==> config.mk <==
export PLATFORM = sky130hd
export DESIGN_NAME = fetch_stage_flat
export DESIGN_NICKNAME = d
export VERILOG_FILES = /design/src/rtl/fetch_stage_pkg.sv /design/src/rtl/fetch_stage_if.sv /design/src/rtl/fetch_skid_buffer.sv /design/src/rtl/fetch_stage.sv /design/src/flat_wrapper.sv
export SDC_FILE = /design/constraint.sdc
export NUM_CORES = 1
export LEC_CHECK = 0
export CAP_MARGIN = 10
export CORE_ASPECT_RATIO = 1.25
export CORE_MARGIN = 3
export CORE_UTILIZATION = 50
export DETAILED_ROUTE_END_ITERATION = 8
export PLACE_DENSITY_LB_ADDON = 0.15
export SLEW_MARGIN = 20
export SYNTH_ARGS = -nofsm -noshare
export SYNTH_HDL_FRONTEND = slang
export SYNTH_HIERARCHICAL = 1
export SYNTH_SLANG_ARGS = --single-unit
==> constraint.sdc <==
create_clock -name clk -period 8 [get_ports clk]
set_input_delay 0.8 -clock clk [delete_from_list [all_inputs] [get_ports clk]]
set_output_delay 0.8 -clock clk [all_outputs]
set_load 0.02 [all_outputs]
==> src/rtl/fetch_stage_pkg.sv <==
`default_nettype none
// ============================================================================
//  Module      : fetch_stage_pkg
//  Description : Shared definitions for the instruction fetch stage: datapath
//                width, reset address, canonical NOP, instruction size, the
//                {instr, pc} record carried through the stage, and small
//                address helpers.
//  Contents    : XLEN, RESET_PC_DEFAULT, INSTR_NOP, ILEN_BYTES,
//                fetch_word_t, word_align(), next_word()
//  Revision    : 1.0  initial release
// ============================================================================
package fetch_stage_pkg;

    localparam int                XLEN             = 32;
    localparam logic [XLEN-1:0]   RESET_PC_DEFAULT = 32'h0000_0000;
    localparam logic [XLEN-1:0]   INSTR_NOP        = 32'h0000_0013;  // addi x0, x0, 0
    localparam int                ILEN_BYTES       = 4;

    // One fetched instruction together with the address it came from.
    typedef struct packed {
        logic [XLEN-1:0] instr;
        logic [XLEN-1:0] pc;
    } fetch_word_t;

    // Instructions are always 4-byte aligned; the low two address bits are
    // discarded rather than trapped.
    function automatic logic [XLEN-1:0] word_align(input logic [XLEN-1:0] addr);
        return {addr[XLEN-1:2], 2'b00};
    endfunction

    // Sequential successor; wraps naturally modulo 2^XLEN.
    function automatic logic [XLEN-1:0] next_word(input logic [XLEN-1:0] addr);
        return addr + XLEN'(ILEN_BYTES);
    endfunction

endpackage : fetch_stage_pkg
`default_nettype wire

==> src/rtl/fetch_stage_if.sv <==
`default_nettype none
// ============================================================================
//  Module      : fetch_stage_if
//  Description : Bundles every non-clock signal of the fetch stage: the
//                redirect request from execute, the instruction-memory read
//                port, and the valid/ready output channel towards decode.
//  Modports    : master - the fetch stage itself
//                slave  - the surrounding pipeline / memory (environment)
//  Signals     : redirect_valid, redirect_target  (execute -> fetch)
//                imem_en, imem_addr               (fetch -> memory)
//                imem_rdata                       (memory -> fetch, 1 cycle later)
//                out_valid, out_instr, out_pc,
//                out_pc_plus4                     (fetch -> decode)
//                out_ready                        (decode -> fetch)
//  Revision    : 1.0  initial release
// ============================================================================
interface fetch_stage_if;
    import fetch_stage_pkg::*;

    logic            redirect_valid;
    logic [XLEN-1:0] redirect_target;

    logic            imem_en;
    logic [XLEN-1:0] imem_addr;
    logic [XLEN-1:0] imem_rdata;

    logic            out_valid;
    logic            out_ready;
    logic [XLEN-1:0] out_instr;
    logic [XLEN-1:0] out_pc;
    logic [XLEN-1:0] out_pc_plus4;

    modport master (
        input  redirect_valid,
        input  redirect_target,
        output imem_en,
        output imem_addr,
        input  imem_rdata,
        output out_valid,
        input  out_ready,
        output out_instr,
        output out_pc,
        output out_pc_plus4
    );

    modport slave (
        output redirect_valid,
        output redirect_target,
        input  imem_en,
        input  imem_addr,
        output imem_rdata,
        input  out_valid,
        output out_ready,
        input  out_instr,
        input  out_pc,
        input  out_pc_plus4
    );

endinterface : fetch_stage_if
`default_nettype wire

==> src/rtl/fetch_skid_buffer.sv <==
`default_nettype none
// ============================================================================
//  Module      : fetch_skid_buffer
//  Description : Single-entry holding register for one fetched {instr, pc}.
//                Used to park a memory response that decode could not accept
//                in the cycle it arrived, since the memory does not hold its
//                read data.
//  Ports       : clk, rst_n     clock, asynchronous active-low reset
//                i_capture      load i_word into the entry
//                i_release      the held entry has been consumed
//                i_flush        discard the entry (wins over capture/release)
//                i_word         word to capture
//                o_valid        entry is occupied
//                o_word         held word
//  Revision    : 1.0  initial release
// ============================================================================
module fetch_skid_buffer
    import fetch_stage_pkg::*;
(
    input  wire logic        clk,
    input  wire logic        rst_n,
    input  wire logic        i_capture,
    input  wire logic        i_release,
    input  wire logic        i_flush,
    input  wire fetch_word_t i_word,
    output logic             o_valid,
    output fetch_word_t      o_word
);

    logic        valid_q;
    logic        valid_d;
    fetch_word_t word_q;
    fetch_word_t word_d;

    always_comb begin
        valid_d = valid_q;
        word_d  = word_q;

        if (i_flush) begin
            valid_d = 1'b0;
        end else if (i_capture) begin
            valid_d = 1'b1;
            word_d  = i_word;
        end else if (i_release) begin
            valid_d = 1'b0;
        end
    end

    // The data half is a don't-care while empty; it is reset to a NOP only
    // so that waveforms show something meaningful.
    always_ff @(posedge clk or negedge rst_n) begin
        if (!rst_n) begin
            valid_q      <= 1'b0;
            word_q.instr <= INSTR_NOP;
            word_q.pc    <= RESET_PC_DEFAULT;
        end else begin
            valid_q <= valid_d;
            word_q  <= word_d;
        end
    end

    assign o_valid = valid_q;
    assign o_word  = word_q;

endmodule : fetch_skid_buffer
`default_nettype wire

==> src/rtl/fetch_stage.sv <==
`default_nettype none
// ============================================================================
//  Module      : fetch_stage
//  Description : Instruction fetch stage. Owns the program counter, issues
//                reads to a synchronous instruction memory (1-cycle latency)
//                and presents {instr, pc, pc+4} to decode via valid/ready.
//                A redirect from execute kills the in-flight read and any
//                held word and refetches from the target, costing one bubble.
//  Parameters  : XLEN      address / instruction width
//                RESET_PC  address of the first fetch after reset
//  Ports       : clk       clock, rising edge
//                rst_n     asynchronous active-low reset
//                bus       fetch_stage_if.master (redirect, imem, decode)
//  Revision    : 1.0  initial release
// ============================================================================
module fetch_stage #(
    parameter int              XLEN     = fetch_stage_pkg::XLEN,
    parameter logic [XLEN-1:0] RESET_PC = fetch_stage_pkg::RESET_PC_DEFAULT
) (
    input  wire logic      clk,
    input  wire logic      rst_n,
    fetch_stage_if.master  bus
);
    import fetch_stage_pkg::*;

    // ------------------------------------------------------------------
    // State
    // ------------------------------------------------------------------
    logic [XLEN-1:0] pc_q;          // next sequential fetch address
    logic [XLEN-1:0] pc_d;
    logic            req_valid_q;   // a read was issued last cycle
    logic            req_valid_d;
    logic [XLEN-1:0] req_pc_q;      // address of that read
    logic [XLEN-1:0] req_pc_d;

    // ------------------------------------------------------------------
    // Combinational
    // ------------------------------------------------------------------
    logic            w_issue;
    logic [XLEN-1:0] w_fetch_addr;
    logic            w_capture;
    logic            w_release;
    logic            w_skid_valid;
    fetch_word_t     w_skid_word;
    fetch_word_t     w_resp_word;
    fetch_word_t     w_out_word;

    // A new read is safe whenever the slot it will land in is guaranteed
    // free next cycle: either decode drains the current word now, a
    // redirect throws the current word away, or nothing is held at all.
    // Otherwise the one word already fetched must be parked and no more
    // are requested, so at most one word is ever outstanding.
    always_comb begin
        w_issue      = bus.redirect_valid
                     | bus.out_ready
                     | (!w_skid_valid & !req_valid_q);
        w_fetch_addr = bus.redirect_valid ? word_align(bus.redirect_target) : pc_q;
    end

    always_comb begin
        pc_d        = pc_q;
        req_pc_d    = req_pc_q;
        // Without an issue the in-flight word is either consumed or parked
        // in the skid this cycle, so the request slot always empties.
        req_valid_d = w_issue;

        if (w_issue) begin
            pc_d     = next_word(w_fetch_addr);
            req_pc_d = w_fetch_addr;
        end
    end

    always_ff @(posedge clk or negedge rst_n) begin
        if (!rst_n) begin
            pc_q        <= word_align(RESET_PC);
            req_valid_q <= 1'b0;
            req_pc_q    <= word_align(RESET_PC);
        end else begin
            pc_q        <= pc_d;
            req_valid_q <= req_valid_d;
            req_pc_q    <= req_pc_d;
        end
    end

    // ------------------------------------------------------------------
    // Skid buffer: parks the memory response when decode stalls
    // ------------------------------------------------------------------
    always_comb begin
        w_resp_word.instr = bus.imem_rdata;
        w_resp_word.pc    = req_pc_q;
        w_capture         = req_valid_q & !bus.out_ready & !bus.redirect_valid;
        w_release         = w_skid_valid & bus.out_ready;
    end

    fetch_skid_buffer u_skid (
        .clk       (clk),
        .rst_n     (rst_n),
        .i_capture (w_capture),
        .i_release (w_release),
        .i_flush   (bus.redirect_valid),
        .i_word    (w_resp_word),
        .o_valid   (w_skid_valid),
        .o_word    (w_skid_word)
    );

    // ------------------------------------------------------------------
    // Output mux: the held word is always older than the memory response
    // ------------------------------------------------------------------
    always_comb begin
        w_out_word = w_skid_valid ? w_skid_word : w_resp_word;
    end

    // imem_en is qualified with rst_n so no read is requested while the
    // stage is held in reset (the issue term alone would be true then).
    assign bus.imem_en      = rst_n & w_issue;
    assign bus.imem_addr    = w_fetch_addr;
    assign bus.out_valid    = !bus.redirect_valid & (w_skid_valid | req_valid_q);
    assign bus.out_instr    = w_out_word.instr;
    assign bus.out_pc       = w_out_word.pc;
    assign bus.out_pc_plus4 = next_word(w_out_word.pc);

endmodule : fetch_stage
`default_nettype wire
==> src/flat_wrapper.sv <==
// flat-port wrapper written by rule: the top's interface ports become plain ports
module fetch_stage_flat import fetch_stage_pkg::*;
#(
    parameter int              XLEN     = fetch_stage_pkg::XLEN,
    parameter logic [XLEN-1:0] RESET_PC = fetch_stage_pkg::RESET_PC_DEFAULT
)
  (clk, rst_n, bus_redirect_valid, bus_redirect_target, bus_imem_en, bus_imem_addr, bus_imem_rdata, bus_out_valid, bus_out_ready, bus_out_instr, bus_out_pc, bus_out_pc_plus4);
  fetch_stage_if bus_i ();
  input  wire logic clk;
  input  wire logic rst_n;
  input wire logic [$bits(bus_i.redirect_valid)-1:0] bus_redirect_valid;
  input wire logic [$bits(bus_i.redirect_target)-1:0] bus_redirect_target;
  output wire logic [$bits(bus_i.imem_en)-1:0] bus_imem_en;
  output wire logic [$bits(bus_i.imem_addr)-1:0] bus_imem_addr;
  input wire logic [$bits(bus_i.imem_rdata)-1:0] bus_imem_rdata;
  output wire logic [$bits(bus_i.out_valid)-1:0] bus_out_valid;
  input wire logic [$bits(bus_i.out_ready)-1:0] bus_out_ready;
  output wire logic [$bits(bus_i.out_instr)-1:0] bus_out_instr;
  output wire logic [$bits(bus_i.out_pc)-1:0] bus_out_pc;
  output wire logic [$bits(bus_i.out_pc_plus4)-1:0] bus_out_pc_plus4;
  assign bus_i.redirect_valid = bus_redirect_valid;
  assign bus_i.redirect_target = bus_redirect_target;
  assign bus_imem_en = bus_i.imem_en;
  assign bus_imem_addr = bus_i.imem_addr;
  assign bus_i.imem_rdata = bus_imem_rdata;
  assign bus_out_valid = bus_i.out_valid;
  assign bus_i.out_ready = bus_out_ready;
  assign bus_out_instr = bus_i.out_instr;
  assign bus_out_pc = bus_i.out_pc;
  assign bus_out_pc_plus4 = bus_i.out_pc_plus4;
  fetch_stage #(.XLEN(XLEN), .RESET_PC(RESET_PC)) u_core (.clk(clk), .rst_n(rst_n), .bus(bus_i));
endmodule
==> results by group <==
Die
  – Die ar.: 17020 sq um
  – Ports: 198
  – Die H: 145.1 um
  – Site row count: 50
  – Starting density of the core: between 50 and 60%
  – Core area: 15080 sq um
  – Die Wd: 117.3 um

Synthesis
  – Avg Cell Area, Syn: 10.91 sq um
  – Post-synthesis mux area share: 24.80%
  – Dominant synthesized flop cell: dfrtp_1
  – Compound-cell area share of the yosys netlist: 8.941%
  – Synth Net Count: 779
  – Sequential area share after synthesis: 41.44%
  – Synth Register Bits: 128
  – Largest family of logic cells by synthesized area: multiplexers
  – Post-synth top area cell: dfrtp_1
  – Synth async-reset ratio: 100.0%
  – Simple-gate share of the synthesized area: 14.00%
  – Main area contributors after synthesis: dfrtp_1 (40%), mux2_4 (12%), mux2_2 (9.0%)
  – Post-synthesis adder-cell area fraction: less than 1%
  – Syn Inst Count: 709
  – Post-synth cell types: 61
  – Synth Cell Area: 7739 sq um
  – Synth warn: 6
  – Post-synthesis xor/xnor area fraction: 4.527%
  – Area share of the largest cell type after synthesis: 40.42%
  – Post-synth EDFFs: 0

Placement
  – Port buffer count: 195
  – Placed cell area: 9689 sq um
  – Final GP Congestion: 0.8394
  – DP Worst Slack: 3691 ps
  – Dpl hpwl: 13.55 mm

Clocking
  – Post-CTS resize count: 0
  – H-tree levels: 4
  – # hold bufs at CTS: 0
  – Clk root buf: clkbuf_16
  – Clock tree buffer depth: 2
  – Clk_lat worst skew: approximately 410 ps
  – CTS tree: yes
  – Num Clock Sinks: 128
  – Clk pin slew, worst setup/hold paths: roughly 50 ps
  – Number of setup buffers added after CTS: 0
  – CTS Buf Count: 17

Detailed routing
  – Vias: 6000
  – DRT Pass-1 Iters: 5
  – DRC Markers: 0
  – 1st-iter DRT viols: 323
  – Drt wl/cell: 17.03 um
  – ANT nets after route: 0
  – Routed Wire Length: 18.94 mm
  – Via density per instance: approximately 5.4

Timing
  – Final setup viols: 0
  – Min Tclk post-route: between 4000 and 5000 ps
  – Final setup TNS: 0 ps
  – Setup ws final: 3263 ps
  – Fmax: approximately 210 MHz
  – Slew @ Worst Pin: 1024 ps
  – Slew Limit Fails: 0
  – Clk_skew: 4.483 ps
  – Worst hold slack: 366.9 ps
  – Max transition margin: 31.75%
  – Final hold violation count: 0
  – Final period utilization: 59.22%
  – RSZ-0062 raised after global routing: false

Global routing
  – Number of global-route vias before repair: 6061
  – Initial antenna violation count: 0
  – First-pass GRT wire length: 30.79 mm
  – Grt ovf: 0
  – GRT Total Usage: 22.36%
  – Largest net degree at the start of global routing: 84

Layout
  – Final Cell Area: 10300 sq um
  – Post-layout net count: 961
  – Most frequent cells in the layout: clkdlybuf4s50_1 (193), dfrtp_1 (124), nor2_1 (67)
  – Antenna diode count: 0
  – Most common cell after layout, fill and taps aside: clkdlybuf4s50_1
  – Post-layout util: between 60 and 70%
  – Reg area: 3211 sq um
  – Area of the multi-input gates: 4075 sq um
  – Layout area overhead: 33.06%
  – Fillers: 1185
  – Ratio of cells with drive above 1 in the final layout: roughly a fifth

Power and ir drop
  – P_leak: 4.294 nW
  – Peak supply drop: 0.1347 mV
  – Power Dens Cells: around 240 nW/um^2

Job
  – Max-cap violation count: 0

Critical path
  – Critical path class: reg -> out
  – Required @ worst endpoint: a little over 7000 ps
  – CP max-delay cell: dfrtp_4
  – WP data arrival: 3940 ps
  – Worst setup SP type: register
  – CP Capture Type: output port
  – Worst path bufs/invs: 1
  – CP top delay family: flip-flops
  – Crit path max fanout: 83
  – CP cell instances: nand3_1, a22oi_1, o211ai_1, nor4b_2, xor2_1, clkdlybuf4s50_1
  – Max incr delay on CP: between 1000 and 1500 ps

Hold path
  – Worst min path class: in -> async

Run status
  – Outcome: finished, final reports clean
## power by group
part	internal, mW	leakage [nW]	switching [mW]
Clock	0.513	0.296	0.277
Sequential	0.784	1.50	0.112
Combinational	0.431	2.49	0.387
Total	1.73	4.29	0.776
## cell type report
cell class | count | share of cell area (%)
clock inverter | 10 | 1.300
clock buffer | 22 | 4.605
timing repair buffer | 201 | 19.36
tap | 208 | 2.527
inverter | 40 | 1.458
multi-input combinational | 503 | 39.57
sequential | 128 | 31.18
## synth_stat cells (4+ instances only)
| cell | count |
|---|---|
| xor2_1 | 12 |
| xnor2_1 | 28 |
| inv_1 | 39 |
| nor4_1 | 12 |
| o21ai_0 | 4 |
| nand2b_1 | 4 |
| buf_2 | 8 |
| buf_4 | 4 |
| nand4_1 | 10 |
| mux2_4 | 60 |
| buf_12 | 7 |
| a22oi_1 | 4 |
| nor3_1 | 11 |
| buf_6 | 4 |
| dfrtp_1 | 125 |
| nand3_1 | 20 |
| mux2i_1 | 32 |
| nand2_1 | 41 |
| nor2b_1 | 9 |
| nor2_1 | 67 |
| o21a_1 | 4 |
| o31ai_1 | 12 |
| clkbuf_1 | 14 |
| a21oi_1 | 46 |
| mux2_2 | 62 |
| o31a_1 | 7 |
| nand3b_1 | 11 |
## path summary, 6_finish.rpt
| path | startpoint | endpoint | slack, ps | cells after the start |
|---|---|---|---|---|
| max | u_core/u_skid/o_valid | bus_out_pc_plus4[29] | 3260 | 6 |
| min | rst_n | u_core/u_skid/o_word[54] | 370 | 1 |
| max reg2reg | u_core/u_skid/o_valid | u_core/req_pc_q[3] | 5280 | 6 |
| min reg2reg | u_core/pc_q[30] | u_core/pc_q[30] | 480 | 2 |
| max in group asynchronous | rst_n | u_core/u_skid/o_valid | 6300 | 2 |
| min in group clk | u_core/pc_q[30] | u_core/pc_q[30] | 480 | 2 |
## per-layer routing
| metal | part of all wire [%] | vias up | wire [um] | track usage, % |
|---|---|---|---|---|
| met4 | 1.6 | 0 | 300 | 6.827 |
| met3 | 5.7 | 19 | 1076 | 3.713 |
| met1 | 45 | 2900 | 8543 | 30.53 |
| met2 | 48 | 194 | 9018 | 36.16 |
| met5 | 0 | - | 0 | 0 |
| li1 | - | 2887 | - | - |
## registers in the layout (all words and copies together) (netlist names)
register,flops
u_core/u_skid/o_valid,1
u_core/req_pc_q,30
u_core/u_skid/o_word,64
u_core/req_valid_q,1
u_core/pc_q,32
## through the flow
step | power (mW) | std cells
after floorplan | 1.388 | 709
after global placement | 1.702 | 1080
after detailed placement | 1.724 | 1080
after CTS | 2.527 | 1112
after global routing | 2.628 | 1112
final | 2.505 | 1112
## logic make-up (layout without fill, tap and decap cells)
logic type,after synthesis,in the layout
AOI/OAI and AO/OA,100,100
xor gates and xnor gates,40,40
adders and majority gates,2,2
buffers and inverters,78,273
DFF,128,128
muxes,154,154
and+or+nand+nor,207,207
Power figures use the tool's default switching activity.
